$ cat src/rtl/simon_seq_engine.sv
// Simon-style game core: grows an LFSR symbol sequence, replays it on NCH lines,
// checks player presses, and tracks score. Optional input timeout: SIMON_TIMEOUT_EN.
module simon_seq_engine #(
  parameter int unsigned NCH       = 4,
  parameter int unsigned DEPTH     = 32,
  parameter int unsigned TICKS_ON  = 25_000_000,
  parameter int unsigned TICKS_OFF = 12_500_000,
  parameter int unsigned TICKS_END = 50_000_000,
  parameter int unsigned TICKS_TO  = 250_000_000,
  parameter logic [15:0] SEED      = 16'hACE1
) (
  input  logic                         CLOCK_50,
  input  logic                         reset,
  input  logic                         start,
  input  logic [NCH-1:0]               btn,
  output logic [NCH-1:0]               led,
  output logic [$clog2(DEPTH+1)-1:0]   score,
  output logic [3:0]                   state_o,
  output logic                         round_won,
  output logic                         game_lost,
  output logic                         game_won,
  output logic                         busy
);

  localparam int unsigned CW  = $clog2(NCH);
  localparam int unsigned LW  = $clog2(DEPTH + 1);
  localparam int unsigned IW  = $clog2(DEPTH);
  localparam int unsigned T_A = (TICKS_ON > TICKS_OFF) ? TICKS_ON : TICKS_OFF;
  localparam int unsigned T_B = (T_A > TICKS_END) ? T_A : TICKS_END;
`ifdef SIMON_TIMEOUT_EN
  localparam int unsigned T_MAX     = (T_B > TICKS_TO) ? T_B : TICKS_TO;
  localparam int unsigned WAIT_LOAD = TICKS_TO - 1;
`else
  // Without the timeout WAIT_IN parks with the timer at zero.
  localparam int unsigned T_MAX     = T_B;
  localparam int unsigned WAIT_LOAD = 0 * TICKS_TO;
`endif
  localparam int unsigned TW = (T_MAX > 1) ? $clog2(T_MAX) : 1;

  typedef enum logic [3:0] {
    S_IDLE      = 4'd0,
    S_ADD       = 4'd1,
    S_SHOW_ON   = 4'd2,
    S_SHOW_OFF  = 4'd3,
    S_WAIT_IN   = 4'd4,
    S_WAIT_REL  = 4'd5,
    S_CHECK     = 4'd6,
    S_ROUND_WIN = 4'd7,
    S_LOST      = 4'd8
  } state_t;

  state_t          state;
  logic [15:0]     lfsr;
  logic [LW-1:0]   len;
  logic [IW-1:0]   idx;
  logic [TW-1:0]   timer;
  logic            armed;
  logic [NCH-1:0]  pressed;
  logic [CW-1:0]   seq [DEPTH];

  logic            lfsr_fb;
  logic [CW-1:0]   sym;
  logic            last_idx;

  function automatic logic [NCH-1:0] dec(input logic [CW-1:0] s);
    return NCH'(1) << s;
  endfunction

  assign lfsr_fb  = lfsr[15] ^ lfsr[13] ^ lfsr[12] ^ lfsr[10];
  assign sym      = lfsr[CW-1:0];
  assign last_idx = (LW'(idx) == (len - LW'(1)));
  assign state_o  = state;

  // Sequence memory is never cleared; len bounds every read.
  always_ff @(posedge CLOCK_50) begin
    if (!reset && state == S_ADD && len < LW'(DEPTH))
      seq[IW'(len)] <= sym;
  end

  always_ff @(posedge CLOCK_50) begin
    if (reset) begin
      state     <= S_IDLE;
      lfsr      <= SEED;
      len       <= '0;
      idx       <= '0;
      timer     <= '0;
      armed     <= 1'b0;
      pressed   <= '0;
      led       <= '0;
      score     <= '0;
      round_won <= 1'b0;
      game_lost <= 1'b0;
      game_won  <= 1'b0;
      busy      <= 1'b0;
    end else begin
      lfsr      <= {lfsr[14:0], lfsr_fb};
      round_won <= 1'b0;
      game_lost <= 1'b0;
      game_won  <= 1'b0;
      if (timer != '0) timer <= timer - TW'(1);

      case (state)
        S_IDLE: begin
          if (start) begin
            state <= S_ADD;
            score <= '0;
            len   <= '0;
            busy  <= 1'b1;
          end
        end

        S_ADD: begin
          if (len < LW'(DEPTH)) len <= len + LW'(1);
          idx   <= '0;
          state <= S_SHOW_ON;
          timer <= TW'(TICKS_ON - 1);
          // On the first round seq[0] is being written this cycle.
          led   <= dec((len == '0) ? sym : seq[0]);
        end

        S_SHOW_ON: begin
          if (timer == '0) begin
            state <= S_SHOW_OFF;
            led   <= '0;
            timer <= TW'(TICKS_OFF - 1);
          end
        end

        S_SHOW_OFF: begin
          if (timer == '0) begin
            if (last_idx) begin
              idx   <= '0;
              state <= S_WAIT_IN;
              armed <= 1'b0;
              timer <= TW'(WAIT_LOAD);
            end else begin
              idx   <= idx + IW'(1);
              state <= S_SHOW_ON;
              led   <= dec(seq[idx + IW'(1)]);
              timer <= TW'(TICKS_ON - 1);
            end
          end
        end

        // A press counts only after btn has been seen at zero in this state.
        S_WAIT_IN: begin
          if (armed && btn != '0) begin
            if (btn == dec(seq[idx])) begin
              state   <= S_WAIT_REL;
              led     <= btn;
              pressed <= btn;
            end else begin
              state     <= S_LOST;
              game_lost <= 1'b1;
              timer     <= TW'(TICKS_END - 1);
            end
          end
`ifdef SIMON_TIMEOUT_EN
          else if (timer == '0) begin
            state     <= S_LOST;
            game_lost <= 1'b1;
            timer     <= TW'(TICKS_END - 1);
          end
`endif
          if (btn == '0) armed <= 1'b1;
        end

        S_WAIT_REL: begin
          if (btn == '0) begin
            state <= S_CHECK;
            led   <= '0;
          end else if ((btn & ~pressed) != '0) begin
            state     <= S_LOST;
            led       <= '0;
            game_lost <= 1'b1;
            timer     <= TW'(TICKS_END - 1);
          end
        end

        S_CHECK: begin
          if (last_idx) begin
            state     <= S_ROUND_WIN;
            round_won <= 1'b1;
            timer     <= TW'(TICKS_END - 1);
            if (score != LW'(DEPTH)) score <= score + LW'(1);
          end else begin
            idx   <= idx + IW'(1);
            state <= S_WAIT_IN;
            armed <= 1'b0;
            timer <= TW'(WAIT_LOAD);
          end
        end

        S_ROUND_WIN: begin
          if (timer == '0) begin
            if (len == LW'(DEPTH)) begin
              state    <= S_IDLE;
              game_won <= 1'b1;
              busy     <= 1'b0;
            end else begin
              state <= S_ADD;
            end
          end
        end

        S_LOST: begin
          if (timer == '0) begin
            state <= S_IDLE;
            busy  <= 1'b0;
          end
        end

        default: begin
          state <= S_IDLE;
          led   <= '0;
          busy  <= 1'b0;
        end
      endcase
    end
  end

endmodule
$ cat config.mk
export PLATFORM = sky130hd
export DESIGN_NAME = simon_seq_engine
export DESIGN_NICKNAME = d
export VERILOG_FILES = /design/src/rtl/simon_seq_engine.sv
export SDC_FILE = /design/constraint.sdc
export NUM_CORES = 1
export LEC_CHECK = 0
export ABC_CLOCK_PERIOD_IN_PS = 2600
export CAP_MARGIN = 20
export CORE_UTILIZATION = 37
export DETAILED_ROUTE_END_ITERATION = 12
export SLEW_MARGIN = 20
export SYNTH_ARGS = -nofsm -noshare
export SYNTH_HDL_FRONTEND = slang
export SYNTH_SLANG_ARGS = --single-unit
$ cat constraint.sdc
create_clock -name CLOCK_50 -period 2.6 [get_ports CLOCK_50]
set_input_delay 0.26 -clock CLOCK_50 [delete_from_list [all_inputs] [get_ports CLOCK_50]]
set_output_delay 0.26 -clock CLOCK_50 [all_outputs]
set_load 0.01 [all_outputs]
==> metrics.csv <==
stage,metric,value,unit
grt,initial antenna violation count,0,
placement,Post-DP Area,0.00871,mm2
drt,TritonRoute pass-1 iters,5,
floorplan,IO Pins,25,
floorplan,Die Y,146,um
hold_path,min-delay src,reset,
hold_path,hold depth,2,
sta,f_max,365,MHz
critical_path,crit-path most repeated cell,buf_6,
synthesis,cell area after synthesis,0.00763,mm2
pwr,Design Power,0.00809,W
hold_path,Worst Hold Endpoint,state_o[1],
critical_path,worst r2r path cells,12,
drt,final WL,20700,um
clock_tree,Max H-tree Level,4,
synthesis,"Net Count, Synth",755,
floorplan,# rows,52,
sta,min Tclk post-route,2740,ps
clock_tree,clk sinks,145,
synthesis,ys async rst share,0,%
grt,largest net degree at the start of global routing,34,
clock_tree,cts bufs inserted,17,
grt,grt total ovfl,0,
critical_path,critical path cell sequence,buf_12 > buf_6 > mux2i_1 > a22oi_1 > nand2_2 > o31a_1 > a21oi_1 > o21a_1 > nor4_4 > buf_6 > a311oi_4 > a311oi_2,
critical_path,peak fanout along the critical path,6,
sta,final hold violation count,0,
placement,HPWL after DPL,14700,um
grt,GRT Util Overall,19.7,%
clock_tree,CTS tree,built,
drt,antenna violation net count after detailed routing,0,
sta,fin crit share,105,%
floorplan,core area,0.0202,mm2
synthesis,Yosys reg bits,145,
critical_path,"slowest stage delay, CP",380,ps
sta,hold slack,285,ps
synthesis,Yosys top cell by area,edfxtp_1,
drt,WL/cell,18.4,um
floorplan,die extent in x,146,um
placement,Routability Congestion,0.895,
grt,vias in the first global route,5908,
clock_tree,clk_lat worst skew,430,ps
synthesis,Synth Area per Inst,10.3,um2
synthesis,Post-synth top cells,"nor2_1 (90), dfxtp_1 (81), edfxtp_1 (64), nand2_1 (63), a21oi_1 (41)",
critical_path,CP max stage cell,dfxtp_4,
synthesis,post-synthesis sequential area ratio,46.4,%
drt,DR vias,6166,
critical_path,WP data arrival,3020,ps
placement,IO buf count,24,
drt,DR iter-0 viols,423,
synthesis,synth unique cells,78,
synthesis,"count leader, synth",nor2_1,
synthesis,YS warnings,0,
drt,Via density,5.47,
sta,Slew HR,60.4,%
critical_path,WP data required,2880,ps
sta,Max Slew Vio Count,0,
critical_path,Crit Path Class,reg2reg,
clock_tree,"CTS clk-pin slew, worst paths",60,ps
finish,Syn-to-layout area delta,27.8,%
floorplan,initial core utilization,37.7,%
floorplan,die area,0.0212,mm2
run_status,status,"finished, violations left",
placement,Place WS,-204,ps
finish,post-route cell area,0.00975,mm2
pwr,maximum vdd drop,0.000392,V
pwr,Power Density,830,mW/mm2
pwr,leakage,3.30,nW
drt,DRC,0,
clock_tree,CTS Buffer Depth,2,
finish,share of cells above drive strength 1,28.2,%
synthesis,Synth top area share,25.2,%
critical_path,Critical Path End Type,register,
flow_run,# Max-Cap Violations,0,
clock_tree,clk root buf,clkbuf_16,
hold_path,Hold Crit Class,in2reg,
sta,Least-Margin Pin Slew,592,ps
sta,final setup margin,-139,ps
run_status,failing checks,setup timing,
critical_path,r2r endpoint,timer[17],
finish,Final Net Count,862,
critical_path,r2r setup slk,-140,ps
critical_path,CP startpoint kind,register,
synthesis,Synth Instances,738,
synthesis,"EDFF count, synth",64,
sta,RSZ-0062 raised after global routing,true,
synthesis,ranking of synthesized cells by area,"edfxtp_1 (25%), dfxtp_1 (21%), mux4_2 (7.1%), nor2_1 (4.4%), mux2i_1 (4.1%)",
grt,first-pass GRT wire length,32400,um
finish,antenna cells,0,
sta,clk_skew,12.3,ps
synthesis,most common flop cell mapped by yosys,dfxtp_1,
sta,final setup fails,30,
power breakdown:
| part | total, W | leakage [nW] | switching [W] | internal (W) |
|---|---|---|---|---|
| Sequential | 0.00289 | 1.24 | 0.000234 | 0.00265 |
| Clock | 0.00241 | 0.269 | 0.000996 | 0.00142 |
| Combinational | 0.00279 | 1.79 | 0.00156 | 0.00123 |
| Total | 0.00809 | 3.30 | 0.00279 | 0.00530 |
registers in the layout, indices dropped and copies added (netlist names), 5 cells and up, named ones only:
name / cells
idx: 5
len: 6
lfsr: 16
score: 6
seq: 64
timer: 26
repair_timing:
action / CTS / global route
hold buffers: 0 / 0
buffers inserted: 1 / 9
cloned: 1 / 2
setup endpoints to repair: 34 / 44
pin swaps: 4 / 34
gates resized for setup: 19 / 60
metrics by stage:
stage               instances  utilization (%)  TNS (ps)
detailed placement       1084             43.0     -3560
floorplan                 738                -         0
CTS                      1118             46.4     -1730
global route             1128             48.2     -5730
finish                   1128             48.2     -1950
global placement         1084             43.0     -1750
how the worst max path moves through the flow:
stage	endpoint	slack, ps	cells past startpoint
after floorplan	score[5]	20	11
after global placement	led[2]	-110	10
after detailed placement	timer[1]	-200	9
after CTS	pressed[0]	-90	12
after global routing	timer[17]	-270	12
final	timer[17]	-140	12
worst max-delay path, delay by kind of cell (launching register included):
family                 cells  cell delay, ps
muxes                      1             120
buffers and inverters      3             410
AOI/OAI and AO/OA          6            1510
DFF                        1             380
and+or+nand+nor            2             180
routing by layer:
layer	share of wire, %	GRT usage, %	up-vias	routed length, um
met1	45	26.0	3022	9300
met2	49	32.2	165	10100
met5	0	0	-	0
met3	3.9	2.98	38	817
li1	-	-	2941	-
met4	2.5	8.68	0	527
cells by family after synthesis:
group	count (synthesis)	share of synthesized area (%)
adders and majority gates	10	1.64
buffers and inverters	51	3.07
muxes	60	11.9
xor gates and xnor gates	42	4.92
and+or+nand+nor	286	18.9
DFF	145	46.4
AOI/OAI and AO/OA	144	13.1
cell usage in the layout, fill, tap and decap left out, drive strengths merged, types with 6 or more instances in the layout:
master | synthesis | final
nor4 | 16 | 16
a22oi | 10 | 10
clkbuf | 22 | 21
or2 | 10 | 11
mux4 | 24 | 24
nand4 | 10 | 10
mux2i | 31 | 31
o21ai | 36 | 36
clkdlybuf4s50 | 0 | 23
nor3 | 20 | 20
a211oi | 11 | 11
inv | 15 | 17
o31ai | 9 | 9
ha | 10 | 10
xnor2 | 20 | 20
a21oi | 41 | 41
clkinv | 1 | 6
nor2b | 21 | 21
edfxtp | 64 | 64
dfxtp | 81 | 81
a31oi | 6 | 6
nor2 | 90 | 90
buf | 13 | 98
nand2 | 63 | 63
nand2b | 7 | 7
xor2 | 22 | 22
nand3 | 19 | 19
cell type report:
type	count	area, um2
multi-input cells	543	4160
fillers	1850	10500
repair buffers	122	1070
clock inverters	12	135
inverters	16	60.1
flip-flops and latches	145	3550
well taps	270	338
clock buffers	20	437
(Power assumes the default switching activity.)
